<file path="src/rtl/key_repeat_pkg.sv">
// rtl/key_repeat_pkg.sv - shared state type and timing constants for key_repeat.
// Optional build macro KEY_REPEAT_ACCEL_EN uses ACCEL_AFTER.
package key_repeat_pkg;

  typedef enum logic [1:0] {
    IDLE   = 2'd0,
    DELAY  = 2'd1,
    REPEAT = 2'd2
  } state_e;

  localparam int DEFAULT_DELAY_CYC = 25_000_000;
  localparam int DEFAULT_RATE_CYC  = 5_000_000;
  localparam int ACCEL_AFTER       = 8;

  function automatic int max_int(input int a, input int b);
    return (a > b) ? a : b;
  endfunction

endpackage

</file>
<file path="src/rtl/key_repeat_ch.sv">
// rtl/key_repeat_ch.sv - one key channel: IDLE/DELAY/REPEAT FSM with its cycle counter.
// Build macro KEY_REPEAT_ACCEL_EN halves the repeat period after ACCEL_AFTER repeats.
module key_repeat_ch
  import key_repeat_pkg::*;
#(
  parameter int DELAY_CYC = DEFAULT_DELAY_CYC,
  parameter int RATE_CYC  = DEFAULT_RATE_CYC
) (
  input  logic clk_i,
  input  logic rst_i,
  input  logic lvl_i,
  input  logic rise_i,
  input  logic repeat_en_i,
  output logic pulse_o,
  output logic repeating_o
);

  localparam int CW = $clog2(max_int(DELAY_CYC, RATE_CYC));
  localparam logic [CW-1:0] DELAY_LAST = CW'(DELAY_CYC - 1);
  localparam logic [CW-1:0] RATE_LAST  = CW'(RATE_CYC - 1);

  state_e        state_q, state_d;
  logic [CW-1:0] cnt_q, cnt_d;
  logic          pulse_q, pulse_d;
  logic [CW-1:0] period_last;

  always_comb begin
    state_d = state_q;
    cnt_d   = cnt_q;
    pulse_d = 1'b0;
    // Release wins over any expiry in the same cycle.
    if (!lvl_i) begin
      state_d = IDLE;
      cnt_d   = '0;
    end else begin
      case (state_q)
        IDLE: begin
          if (rise_i) begin
            pulse_d = 1'b1;
            state_d = DELAY;
            cnt_d   = '0;
          end
        end
        DELAY: begin
          if (repeat_en_i) begin
            if (cnt_q == DELAY_LAST) begin
              pulse_d = 1'b1;
              cnt_d   = '0;
              state_d = REPEAT;
            end else begin
              cnt_d = cnt_q + CW'(1);
            end
          end
        end
        REPEAT: begin
          if (cnt_q == period_last) begin
            pulse_d = 1'b1;
            cnt_d   = '0;
          end else begin
            cnt_d = cnt_q + CW'(1);
          end
        end
        default: begin
          state_d = IDLE;
          cnt_d   = '0;
        end
      endcase
    end
  end

`ifdef KEY_REPEAT_ACCEL_EN
  localparam int AW = $clog2(ACCEL_AFTER + 1);
  localparam logic [CW-1:0] FAST_LAST = CW'(max_int(RATE_CYC / 2, 1) - 1);

  logic [AW-1:0] acc_q, acc_d;
  logic          accel;

  assign accel       = (acc_q == AW'(ACCEL_AFTER));
  assign period_last = accel ? FAST_LAST : RATE_LAST;

  // Counts every auto-repeat pulse, including the one leaving DELAY.
  always_comb begin
    acc_d = acc_q;
    if (!lvl_i) begin
      acc_d = '0;
    end else if (pulse_d && (state_q != IDLE) && !accel) begin
      acc_d = acc_q + AW'(1);
    end
  end

  always_ff @(posedge clk_i or posedge rst_i) begin
    if (rst_i) begin
      acc_q <= '0;
    end else begin
      acc_q <= acc_d;
    end
  end
`else
  assign period_last = RATE_LAST;
`endif

  always_ff @(posedge clk_i or posedge rst_i) begin
    if (rst_i) begin
      state_q <= IDLE;
      cnt_q   <= '0;
      pulse_q <= 1'b0;
    end else begin
      state_q <= state_d;
      cnt_q   <= cnt_d;
      pulse_q <= pulse_d;
    end
  end

  assign pulse_o     = pulse_q;
  assign repeating_o = (state_q == REPEAT);

endmodule

</file>
<file path="src/rtl/key_repeat.sv">
// rtl/key_repeat.sv - key auto-repeat top: edge register plus N_KEYS independent channels.
// Build macro KEY_REPEAT_ACCEL_EN enables repeat acceleration inside each channel.
module key_repeat
  import key_repeat_pkg::*;
#(
  parameter int                N_KEYS      = 5,
  parameter int                DELAY_CYC   = DEFAULT_DELAY_CYC,
  parameter int                RATE_CYC    = DEFAULT_RATE_CYC,
  parameter logic [N_KEYS-1:0] REPEAT_MASK = N_KEYS'(5'b00011)
) (
  input  logic              CLK,
  input  logic              RST,
  input  logic [N_KEYS-1:0] KEY_LVL,
  output logic [N_KEYS-1:0] KEY_PULSE,
  output logic [N_KEYS-1:0] REPEATING
);

  if (DELAY_CYC < 2 || RATE_CYC < 2) begin : g_bad_timing
    $error("key_repeat: DELAY_CYC and RATE_CYC must both be at least 2");
  end

  logic [N_KEYS-1:0] lvl_q;
  logic [N_KEYS-1:0] rise;

  // Resetting to ones keeps a key held through reset from firing.
  always_ff @(posedge CLK or posedge RST) begin
    if (RST) begin
      lvl_q <= '1;
    end else begin
      lvl_q <= KEY_LVL;
    end
  end

  assign rise = KEY_LVL & ~lvl_q;

  for (genvar i = 0; i < N_KEYS; i++) begin : g_ch
    key_repeat_ch #(
      .DELAY_CYC (DELAY_CYC),
      .RATE_CYC  (RATE_CYC)
    ) u_ch (
      .clk_i       (CLK),
      .rst_i       (RST),
      .lvl_i       (KEY_LVL[i]),
      .rise_i      (rise[i]),
      .repeat_en_i (REPEAT_MASK[i]),
      .pulse_o     (KEY_PULSE[i]),
      .repeating_o (REPEATING[i])
    );
  end

endmodule

</file>
<file path="config.mk">
export PLATFORM = sky130hd
export DESIGN_NAME = key_repeat
export DESIGN_NICKNAME = d
export VERILOG_FILES = /design/src/rtl/key_repeat_pkg.sv /design/src/rtl/key_repeat_ch.sv /design/src/rtl/key_repeat.sv
export SDC_FILE = /design/constraint.sdc
export NUM_CORES = 1
export LEC_CHECK = 0
export CAP_MARGIN = 25
export CELL_PAD_IN_SITES_DETAIL_PLACEMENT = 1
export CELL_PAD_IN_SITES_GLOBAL_PLACEMENT = 2
export CORE_ASPECT_RATIO = 1.2
export CORE_UTILIZATION = 39
export CTS_BUF_LIST = sky130_fd_sc_hd__clkbuf_16
export CTS_CLUSTER_DIAMETER = 40
export CTS_CLUSTER_SIZE = 12
export DETAILED_ROUTE_END_ITERATION = 8
export GPL_TIMING_DRIVEN = 0
export PLACE_DENSITY = 0.77
export SYNTH_ARGS = -nofsm -noshare
export SYNTH_HDL_FRONTEND = slang
export SYNTH_SLANG_ARGS = --single-unit
</file>
<file path="constraint.sdc">
create_clock -name CLK -period 2.64 [get_ports CLK]
set_clock_uncertainty 0.2 [all_clocks]
set_input_delay 0.396 -clock CLK [delete_from_list [all_inputs] [get_ports CLK]]
set_output_delay 0.396 -clock CLK [all_outputs]
set_load 0.05 [all_outputs]
</file>
==> results.txt <==
* Count of warnings emitted by yosys: 0
- Counting flops with an async set or reset pin after synthesis yields a share of 1.00.
* Max Freq: roughly 0.39 GHz
- Global placement routability congestion: around 0.8
* Antenna violations before repair: 0
- Clock transition at the registers of the reported paths: about 0.060 ns
- After detailed routing, the number of remaining DRC violations is 0.
* Slew Viols, Final: 0
* Maximum root-to-sink buffer count: 2
- The run finished with clean final reports.
- Counting tap cells, the placed design contains a total of approximately 540 instances.
- Number of distinct library cells after synthesis: 53
- The floorplan has 38 rows.
* Largest stage delay, worst path: approximately 0.8 ns
- The most used flip-flop cell after synthesis is sky130_fd_sc_hd__dfrtp_1.
- Pin count of the biggest net entering global routing: between 60 and 70
- The cell area that synthesis handed to floorplanning was about 3800 µm².
- STA puts the critical path data required time at a little over 2 ns.
* Vias: roughly 3300
* Kind of capture point of the worst setup path: output port
* Core footprint: just over 9000 µm²
- Nets@finish: roughly 460
- DP Wirelength: approximately 7.0 mm
* Final Power: approximately 0.0026 W
- The routed design has slightly above 10 mm of wire.
- For this design the static power due to leakage is approximately 1.9 nW.
- The first detailed-routing pass took 4 iterations.
- Excluding fillers, the count of instances in the completed layout stands at about 560.
- The finished cells cover roughly 4400 µm².
- Share of cells above drive strength 1: 0.124
- For this design the ratio of total power to cell area is between 500 and 600 nW/µm².
* Overall die height: 110 µm
- Number of buffers inserted during clock tree synthesis: 9
* CTS tree: yes
- CTS placed an instance of sky130_fd_sc_hd__clkbuf_16 at the clock tree root.
- Dividing the final minimum period by the clock period gives 0.970.
- Commonest cells after routing, fill and taps aside: sky130_fd_sc_hd__dfrtp_1, sky130_fd_sc_hd__nand2_1, sky130_fd_sc_hd__a31oi_1, sky130_fd_sc_hd__a21oi_1
* Sequential cell area fraction in the yosys report: 0.446
* Hold slack: ~0.23 ns
* Highest net fanout along the worst path: 5
- Headroom to the max-slew limit came out at 0.429.
- The worst setup path is of the register to output port kind.
- For this configuration, the core starts out at a cell density of 0.409.
- STA puts the critical path data arrival time at slightly below 2 ns.
- The signal on the critical path passes through inv_1 > ha_1 > buf_4 > clkdlybuf4s50_1.
- Once detail routing completed, the nets flagged for antenna violations numbered 0.
* CP max stage cell: sky130_fd_sc_hd__clkdlybuf4s50_1
* Maximum Capacitance Violations: 0
- In this run, synthesis inferred 0 flip-flops with an integrated enable.
- Count of antenna diodes in the layout: 0
* Average instance area after synthesis: approximately 9.2 µm²
* Shortest period the worst path allows: about 2.6 ns
- Number of ports placed on the die boundary: 17
* Die area: roughly 10000 µm²
- The worst setup path is launched from a register.
- The first global-routing pass estimated around 17 mm of wire.
- For this run, the total global-route usage over all layers was measured as 0.221.
* Vias in the first global route: about 3400
* Post-DP Area: between 4000 and 5000 µm²
* Remaining global-route overflow: 0
- The count of buffers added on input and output ports is 13.
- The clock tree synthesis step divided the H-tree into 3 levels.
* Synthesis-to-finish area growth: 17.2%
- For this block, the initial DRC count from the detailed router was 147.
- The later pin in the worst-skew pair is clocked with a latency of 0.33 ns.
* Ratio of routed vias to standard cells: about 5.8
- Leaving out fill and tap cells, the most frequent cell in the layout is sky130_fd_sc_hd__dfrtp_1.
* Average wire per standard cell: between 15 and 20 µm
- Slew of the pin with the lowest slew margin: 0.856 ns
- Final hold viol count: 0
- Flops & latches, synth: 67
- Overall die width: 91.8 µm
- IR analysis of the VDD net gives a maximum drop of about 0.27 mV.
- Setup violators final: 0
* Synthesized instance count: 408
- The path class of the tightest hold or removal check is register to register.
* Clk sinks: 67
[cell families (layout without fill, tap and decap cells)]
family	after synthesis	after routing	synth area share
other	1	3	0.000994
AO/OA/AOI/OAI	118	118	0.201
AND/OR/NAND/NOR	157	157	0.231
buffers and inverters	45	77	0.0610
flip-flops	67	67	0.446
adder cells (fa/ha/maj)	12	12	0.0398
XOR/XNOR	4	4	0.00929
multiplexers	4	4	0.0109
[flip-flops by register name (all words and copies together) (netlist names)]
register / cells
g_ch.u_ch.state_q: 7
lvl_q: 5
g_ch.u_ch.cnt_q: 50
g_ch.u_ch.pulse_o: 5
[where the power goes]
group | internal [W] | total [W] | switching (W)
combinational | 0.000148 | 0.000409 | 0.000261
sequential | 0.00106 | 0.00108 | 0.0000259
clock | 0.000713 | 0.00115 | 0.000442
[through the flow]
stage	TNS, ns	setup slack (ns)	utilization
floorplan	0	0.369	-
global placement	-67.87	-1.01	0.440
detailed placement	-6.62	-0.239	0.440
CTS	0	0.0151	0.472
global route	-0.0166	-0.0166	0.479
finish	0	0.0783	0.479
[critical path: cells and delay by family, from the launching register on]
family | cells | cell delay (ns)
adder cells (fa/ha/maj) | 1 | 0.20
buffers and inverters | 3 | 1.02
flip-flops | 1 | 0.43
[metal layers]
layer  global-route usage  routed length, µm
met1                0.261               4600
met4               0.0960                187
met5                    0                  0
met3               0.0249                169
met2                0.406               5250
[synth_stat cells (8+ instances only)]
master                     n  area share
sky130_fd_sc_hd__nor2_1   22       0.022
sky130_fd_sc_hd__inv_1    18       0.018
sky130_fd_sc_hd__nand2_1  40       0.040
sky130_fd_sc_hd__nand4_1  11       0.018
sky130_fd_sc_hd__a31oi_1  34       0.056
sky130_fd_sc_hd__dfrtp_1  62        0.41
sky130_fd_sc_hd__and3_1   16       0.027
sky130_fd_sc_hd__buf_4    10       0.020
sky130_fd_sc_hd__o21ai_0  24       0.032
sky130_fd_sc_hd__a21oi_1  29       0.038
sky130_fd_sc_hd__ha_1     12       0.040
sky130_fd_sc_hd__a41oi_1   8       0.019
sky130_fd_sc_hd__nand3_1  24       0.032
[worst paths after layout]
check / startpoint / endpoint / slack [ns] / cells after the start
worst max register to register: g_ch[0].u_ch.cnt_q[0]$_DFFE_PP0P_ / g_ch[0].u_ch.cnt_q[7]$_DFFE_PP0P_ / 0.12 / 9
worst min register to register: g_ch[3].u_ch.state_q[0]$_DFFE_PP0P_ / g_ch[3].u_ch.pulse_o$_DFF_PP0_ / 0.23 / 1
min in group asynchronous: RST / g_ch[0].u_ch.cnt_q[1]$_DFFE_PP0P_ / 0.41 / 2
max in group asynchronous: RST / g_ch[1].u_ch.cnt_q[8]$_DFFE_PP0P_ / 1.27 / 2
worst max-delay path: g_ch[0].u_ch.state_q[0]$_DFFE_PP0P_ / REPEATING[0] / 0.08 / 4
worst min-delay path: g_ch[3].u_ch.state_q[0]$_DFFE_PP0P_ / g_ch[3].u_ch.pulse_o$_DFF_PP0_ / 0.23 / 1
[final cells by class]
cell class / instances / area [µm²]
Buffer: 27 / 166
Clock buffer: 9 / 225
Clock inverter: 7 / 53.8
Fill cell: 1081 / 4800
Inverter: 18 / 70.1
Multi-Input combinational cell: 298 / 1920
Sequential cell: 67 / 1680
Tap cell: 120 / 150
Timing Repair Buffer: 16 / 153
[timing repair]
item	CTS	global route
hold buffers	0	0
setup endpoints to repair	17	43
setup buffers	0	3
gates resized for setup	2	14
pin swaps	1	3
No activity file was read; power rests on OpenSTA's default activity.
